File: src/rtl/blink_pkg.sv
// Shared widths, select encodings and FSM states for the Blink_128_256 word loader.
package blink_pkg;

   localparam int N         = 128;
   localparam int TWEAK_LEN = 256;
   localparam int ROUND     = 20;
   localparam int KEY_LEN   = N * ROUND / 2;
   localparam int W         = 32;

   localparam int KEY_WORDS   = KEY_LEN / W;
   localparam int TWEAK_WORDS = TWEAK_LEN / W;
   localparam int DATA_WORDS  = N / W;

   localparam int KI_W = $clog2(KEY_WORDS);
   localparam int TI_W = $clog2(TWEAK_WORDS);
   localparam int DI_W = $clog2(DATA_WORDS);

   localparam logic [KI_W-1:0] KI_LAST = KI_W'(KEY_WORDS - 1);
   localparam logic [TI_W-1:0] TI_LAST = TI_W'(TWEAK_WORDS - 1);
   localparam logic [DI_W-1:0] DI_LAST = DI_W'(DATA_WORDS - 1);

   typedef logic [1:0] sel_t;
   localparam sel_t SEL_KEY   = 2'b00;
   localparam sel_t SEL_TWEAK = 2'b01;
   localparam sel_t SEL_ENC   = 2'b10;
   localparam sel_t SEL_DEC   = 2'b11;

   typedef enum logic [1:0] {
      IDLE = 2'd0,
      WAIT = 2'd1,
      SEND = 2'd2
   } state_t;

endpackage

File: src/rtl/blink_out_serializer.sv
// Captures the 128-bit core result and streams it out as four 32-bit words, LSW first.
module blink_out_serializer
   import blink_pkg::*;
(
   input  logic          clk,
   input  logic          rst,
   input  logic          load_i,
   input  logic [N-1:0]  cap_i,
   output logic          m_valid_o,
   input  logic          m_ready_i,
   output logic [W-1:0]  m_data_o,
   output logic          m_last_o,
   output logic          done_o
);

   logic [N-1:0]    out_q, out_d;
   logic [DI_W-1:0] oi_q, oi_d;
   logic            valid_q, valid_d;

   always_comb begin
      // NOTE: every next-state signal gets its hold value first, so no path leaves it unassigned (no latch).
      out_d   = out_q;
      oi_d    = oi_q;
      valid_d = valid_q;
      done_o  = 1'b0;
      if (load_i) begin
         out_d   = cap_i;
         oi_d    = '0;
         valid_d = 1'b1;
      end else if (valid_q && m_ready_i) begin
         if (oi_q == DI_LAST) begin
            valid_d = 1'b0;
            oi_d    = '0;
            done_o  = 1'b1;
         end else begin
            oi_d = oi_q + 1'b1;
         end
      end
   end

   // NOTE: state registers use non-blocking assignment so every flop samples pre-edge values.
   always_ff @(posedge clk or negedge rst) begin
      if (!rst) begin
         out_q   <= '0;
         oi_q    <= '0;
         valid_q <= 1'b0;
      end else begin
         out_q   <= out_d;
         oi_q    <= oi_d;
         valid_q <= valid_d;
      end
   end

   assign m_valid_o = valid_q;
   assign m_data_o  = out_q[W*oi_q +: W];
   assign m_last_o  = valid_q && (oi_q == DI_LAST);

endmodule

File: src/rtl/blink_word_loader.sv
// Word-stream front end for the Blink_128_256 core: loads key/tweak/data, waits CORE_LAT, returns C.
// Optional BLINK_LOADER_KEY_ZEROIZE_EN: wipe the key when the last output word is accepted.
module blink_word_loader
   import blink_pkg::*;
#(
   parameter int CORE_LAT = 20
)
(
   input  logic                  clk,
   input  logic                  rst,
   input  logic                  s_valid,
   output logic                  s_ready,
   input  logic [1:0]            s_sel,
   input  logic [W-1:0]          s_data,
   output logic                  m_valid,
   input  logic                  m_ready,
   output logic [W-1:0]          m_data,
   output logic                  m_last,
   output logic                  err,
   output logic                  core_enc,
   output logic [KEY_LEN-1:0]    core_k0,
   output logic [TWEAK_LEN-1:0]  core_t,
   output logic [N-1:0]          core_p,
   input  logic [N-1:0]          core_c
);

   localparam int CNT_W = $clog2(CORE_LAT + 1);

   state_t               state_q, state_d;
   logic [KEY_LEN-1:0]   key_q, key_d;
   logic [TWEAK_LEN-1:0] tweak_q, tweak_d;
   logic [N-1:0]         data_q, data_d;
   logic                 enc_q, enc_d;
   logic [KI_W-1:0]      ki_q, ki_d;
   logic [TI_W-1:0]      ti_q, ti_d;
   logic [DI_W-1:0]      di_q, di_d;
   logic                 key_full_q, key_full_d;
   logic [CNT_W-1:0]     cnt_q, cnt_d;
   logic                 err_q, err_d;
   logic                 load;
   logic                 done;

   assign s_ready = (state_q == IDLE);

   always_comb begin
      state_d    = state_q;
      key_d      = key_q;
      tweak_d    = tweak_q;
      data_d     = data_q;
      enc_d      = enc_q;
      ki_d       = ki_q;
      ti_d       = ti_q;
      di_d       = di_q;
      key_full_d = key_full_q;
      cnt_d      = cnt_q;
      err_d      = 1'b0;
      load       = 1'b0;

      unique case (state_q)
         IDLE: begin
            if (s_valid) begin
               unique case (s_sel)
                  SEL_KEY: begin
                     key_d[W*ki_q +: W] = s_data;
                     if (ki_q == KI_LAST) begin
                        ki_d       = '0;
                        key_full_d = 1'b1;
                     end else begin
                        ki_d = ki_q + 1'b1;
                     end
                  end
                  SEL_TWEAK: begin
                     tweak_d[W*ti_q +: W] = s_data;
                     ti_d = (ti_q == TI_LAST) ? '0 : ti_q + 1'b1;
                  end
                  default: begin
                     // Without a complete key the word is swallowed and the block restarts.
                     if (!key_full_q) begin
                        err_d = 1'b1;
                        di_d  = '0;
                     end else begin
                        data_d[W*di_q +: W] = s_data;
                        enc_d = ~s_sel[0];
                        if (di_q == DI_LAST) begin
                           di_d    = '0;
                           cnt_d   = CNT_W'(CORE_LAT);
                           state_d = WAIT;
                        end else begin
                           di_d = di_q + 1'b1;
                        end
                     end
                  end
               endcase
            end
         end
         WAIT: begin
            cnt_d = cnt_q - 1'b1;
            if (cnt_q == CNT_W'(1)) begin
               load    = 1'b1;
               state_d = SEND;
            end
         end
         SEND: begin
            if (done) begin
               state_d = IDLE;
`ifdef BLINK_LOADER_KEY_ZEROIZE_EN
               key_d      = '0;
               ki_d       = '0;
               key_full_d = 1'b0;
`endif
            end
         end
         default: state_d = IDLE;
      endcase
   end

   // NOTE: the wide key/tweak/data registers are reset too, so the core never sees stale material after rst.
   always_ff @(posedge clk or negedge rst) begin
      if (!rst) begin
         state_q    <= IDLE;
         key_q      <= '0;
         tweak_q    <= '0;
         data_q     <= '0;
         enc_q      <= 1'b0;
         ki_q       <= '0;
         ti_q       <= '0;
         di_q       <= '0;
         key_full_q <= 1'b0;
         cnt_q      <= '0;
         err_q      <= 1'b0;
      end else begin
         state_q    <= state_d;
         key_q      <= key_d;
         tweak_q    <= tweak_d;
         data_q     <= data_d;
         enc_q      <= enc_d;
         ki_q       <= ki_d;
         ti_q       <= ti_d;
         di_q       <= di_d;
         key_full_q <= key_full_d;
         cnt_q      <= cnt_d;
         err_q      <= err_d;
      end
   end

   blink_out_serializer u_ser (
      .clk       (clk),
      .rst       (rst),
      .load_i    (load),
      .cap_i     (core_c),
      .m_valid_o (m_valid),
      .m_ready_i (m_ready),
      .m_data_o  (m_data),
      .m_last_o  (m_last),
      .done_o    (done)
   );

   assign err      = err_q;
   assign core_enc = enc_q;
   assign core_k0  = key_q;
   assign core_t   = tweak_q;
   assign core_p   = data_q;

endmodule

File: config.mk
export PLATFORM = sky130hd
export DESIGN_NAME = blink_word_loader
export DESIGN_NICKNAME = d
export VERILOG_FILES = /design/src/rtl/blink_pkg.sv /design/src/rtl/blink_out_serializer.sv /design/src/rtl/blink_word_loader.sv
export SDC_FILE = /design/constraint.sdc
export NUM_CORES = 2
export LEC_CHECK = 0
export CAP_MARGIN = 30
export CORE_AREA = 3 3 725 727
export DETAILED_ROUTE_END_ITERATION = 16
export DIE_AREA = 0 0 728 730
export PLACE_DENSITY = 0.41
export SLEW_MARGIN = 30
export SYNTH_ARGS = -nofsm -noshare
export SYNTH_HDL_FRONTEND = slang
export SYNTH_SLANG_ARGS = --single-unit
File: constraint.sdc
create_clock -name clk -period 3.5 [get_ports clk]
set_input_delay 0.35 -clock clk [delete_from_list [all_inputs] [get_ports clk]]
set_output_delay 0.35 -clock clk [all_outputs]
set_load 0.02 [all_outputs]
==> flow_summary.ini <==
[critical_path]
cp_slowest_stage_delay_ns = 0.70
crit_start = u_ser.oi_q[0]
crit-reg2reg-launch = ki_q[0]
critical_path_arrival_ns = 2.99
startpoint_type = register
crit_slowest_cell = mux4_2
worstRegToRegCells = 9
path_buf_inv = 2
path_class = register to output pin
r2r_end = core_k0[317]
crit_fanout = 35
worstPathRequired_ns = 3.15
crit_family = buffers and inverters
r2r_setup_slack_ns = 0.18
cp-end-kind = output pin
cp_cell_sequence = buf_12, mux4_2, clkdlybuf4s50_1

[floorplanning]
rows = 265
die_y_um = 730
core_um2 = 520200
start_util_pct = 13.46
die-area_um2 = 531400
num_io_pins = 1867
die_x_um = 728

[routing]
viasPerCell = 3.659
drtAntennaViolNets = 0
wl_per_cell_um = 31.44
vias = 55910
drt_wl_total_um = 480400
drt-initial-drc-count = 3923
drc_errors = 0
drt_first_pass_iters = 5

[yosys]
syn_nets = 6148
syn_area_per_cell_um2 = 11.73
post-synth-top-count-cell = dfrtp_1
synth_top_cell_area_share_pct = 64.92
synthTopCellsByCount = dfrtp_1, nand2_1, o21ai_0
synth_edf_count = 0
synthFlopType = dfrtp_1
ys_seq_elements = 1816
synthDistinctLibCells = 61
netlist_area_um2 = 70000
synthArstFlopShare_pct = 100.0
synth_top_area_cell = dfrtp_1
synth_cells = 5966
seq_area_frac_synth_pct = 64.92
yosys_warnings = 0
synth_area_leaders = dfrtp_1, mux2_2, nand2_1, o21ai_0, clkbuf_1

[sta]
fmaxAchievable_ghz = 0.2991
slew_headroom_pct = 33.90
setup_tns_ns = 0
finalCriticalPeriod_ns = 3.343
slew_violations = 0
min_period_over_period_pct = 95.51
finalClockSkew_ns = 0.06003
tightest_slew_ns = 0.9879
hold_violations = 0
hold_slack_ns = 0.1035
finalSetupViolations = 0

[grt]
antenna_found_initial = 115
grt.overflow.total = 0
grt_max_degree = 101
grt_usage_pct = 17.45
grt_pass1_wl_um = 613000
grt_pass1_vias = 56510

[power_and_ir_drop]
cellPowerDensity_nw_per_um2 = 662.9
switching_share_pct = 36.97
pwr-share-comb_pct = 31.4
p_leak_nw = 47.71
p_sw_mw = 26.71
irDropWorstVdd_mv = 0.3959
seq_power_share_pct = 35.5
power.internal_mw = 45.54
clockPowerShare_pct = 33.1

[placed_design]
port-buffer-count = 1866
dpl.hpwl_um = 364800
gp_congestion = 0.8264

[worst_hold_path]
holdPathEnd = core_k0[740]
hold_path_depth = 3
hp-start = s_data[4]
hp-class = input port to register

[clocking]
cts_inserted_buffers = 226
cts_tree = done
clock-sinks = 1816
cts_buffer_depth = 4
root_buffer = clkbuf_16
clock_latency_ns = 0.91
path_clk_slew_ns = 0.06
ctsHtreeMaxLevel = 4

[finish]
utilization_pct = 20.95
area_delta_synth_final_pct = 55.70
layout.nets = 8290
drive_gt1_share_pct = 19.28

[outcome]
outcome = finished, final reports clean

[run]
max_cap_violations = 0
## metrics by stage
step	cells	instance area, um2	setup WS, ns	power (mW)
floorplan	5966	70000	0.2035	34.05
global placement	14670	99910	-0.2973	48.95
detailed placement	14670	99910	-0.2842	49.01
CTS	15230	108800	0.02350	73.71
global route	15250	108900	-0.005532	75.52
finish	15280	109000	0.1571	72.25
## layout make-up
cell class | count | area [um2]
clock inverters | 68 | 779.5
fillers | 56620 | 411200
multi-input cells | 3594 | 22650
well taps | 6942 | 8686
inverters | 80 | 310.3
diodes | 51 | 127.6
flip-flops and latches | 1816 | 45440
repair buffers | 2390 | 24370
clock buffers | 341 | 6629
## cells in the final DEF (no fill, tap or decap), types with 16 or more instances in the layout
master / netlist / layout
nand4_1: 24 / 24
nor2_1: 98 / 93
dfrtp_1: 1816 / 1815
clkbuf_16: 0 / 227
mux2i_1: 38 / 36
o31ai_1: 38 / 38
mux2_2: 642 / 642
nand3_1: 60 / 46
o21ai_0: 957 / 957
clkbuf_8: 0 / 52
buf_12: 0 / 118
dlygate4sd3_1: 0 / 143
mux4_2: 32 / 32
nor3_1: 25 / 19
ha_1: 16 / 16
inv_1: 78 / 60
mux2_4: 71 / 71
diode_2: 0 / 51
a22o_1: 19 / 19
clkinv_2: 0 / 36
buf_4: 3 / 292
nand2_1: 1447 / 1441
clkdlybuf4s50_1: 0 / 1830
clkbuf_1: 389 / 62
## layer usage
| layer | up-vias | global-route usage, % | part of all wire [%] | wire length, um |
|---|---|---|---|---|
| met4 | 2 | 4.702 | 3.1 | 14770 |
| met2 | 2055 | 29.87 | 49 | 233000 |
| met3 | 420 | 3.936 | 6.4 | 30820 |
| met1 | 29000 | 22.01 | 42 | 201800 |
| met5 | - | 0 | 0.0021 | 10 |
| li1 | 24430 | - | - | - |
## tightest hold or removal path, cell delays in order
cell     delay [ns]
buf_4          0.27
nand2_1        0.16
o21ai_0        0.07
## flip-flops by register name, indices dropped and copies added (netlist names)
register,count
key_full_q,1
core_enc,1
ti_q,3
core_k0,1280
cnt_q,5
core_p,128
ki_q,6
di_q,2
state_q,2
err,1
u_ser.out_q,128
core_t,256
u_ser.m_valid_o,1
u_ser.oi_q,2
## power groups by stage
| stage | Sequential (mW) | Clock [mW] | Combinational, mW |
|---|---|---|---|
| after detailed placement | 26.0 | 0 | 23.0 |
| after global placement | 25.9 | 0 | 23.0 |
| after global routing | 26.0 | 25.4 | 24.1 |
| after CTS | 25.6 | 24.8 | 23.3 |
| final | 25.6 | 23.9 | 22.7 |
| after floorplan | 28.9 | 0 | 5.14 |
## worst max-delay path by stage
stage	endpoint	cells after the start
6_report	m_data[14]	3
5_1_grt	core_k0[1149]	10
4_1_cts	m_data[14]	3
3_5_place_dp	core_k0[672]	8
3_3_place_gp	core_k0[672]	8
2_1_floorplan	core_k0[1248]	12
## repair_timing
action                                  4_1_cts  5_1_grt
gates resized for setup                       4        1
buffers inserted                              7        3
endpoints found under the setup margin      107       39
pin swaps                                     2        0
hold buffers                                143        0
hold endpoints to repair                    828        0
gates cloned                                  0        0
## cell families (layout without fill, tap and decap cells)
family | Yosys count | in the layout | synth area share (%)
buffers and inverters | 556 | 2879 | 3.237
adders and majority gates | 16 | 16 | 0.2860
muxes | 795 | 795 | 13.62
xor gates and xnor gates | 14 | 14 | 0.1752
and+or+nand+nor | 1711 | 1711 | 9.795
other | 0 | 51 | 0
AOI/OAI and AO/OA | 1058 | 1058 | 7.973
DFF | 1816 | 1816 | 64.92
No activity file was read; power rests on OpenSTA's default activity.
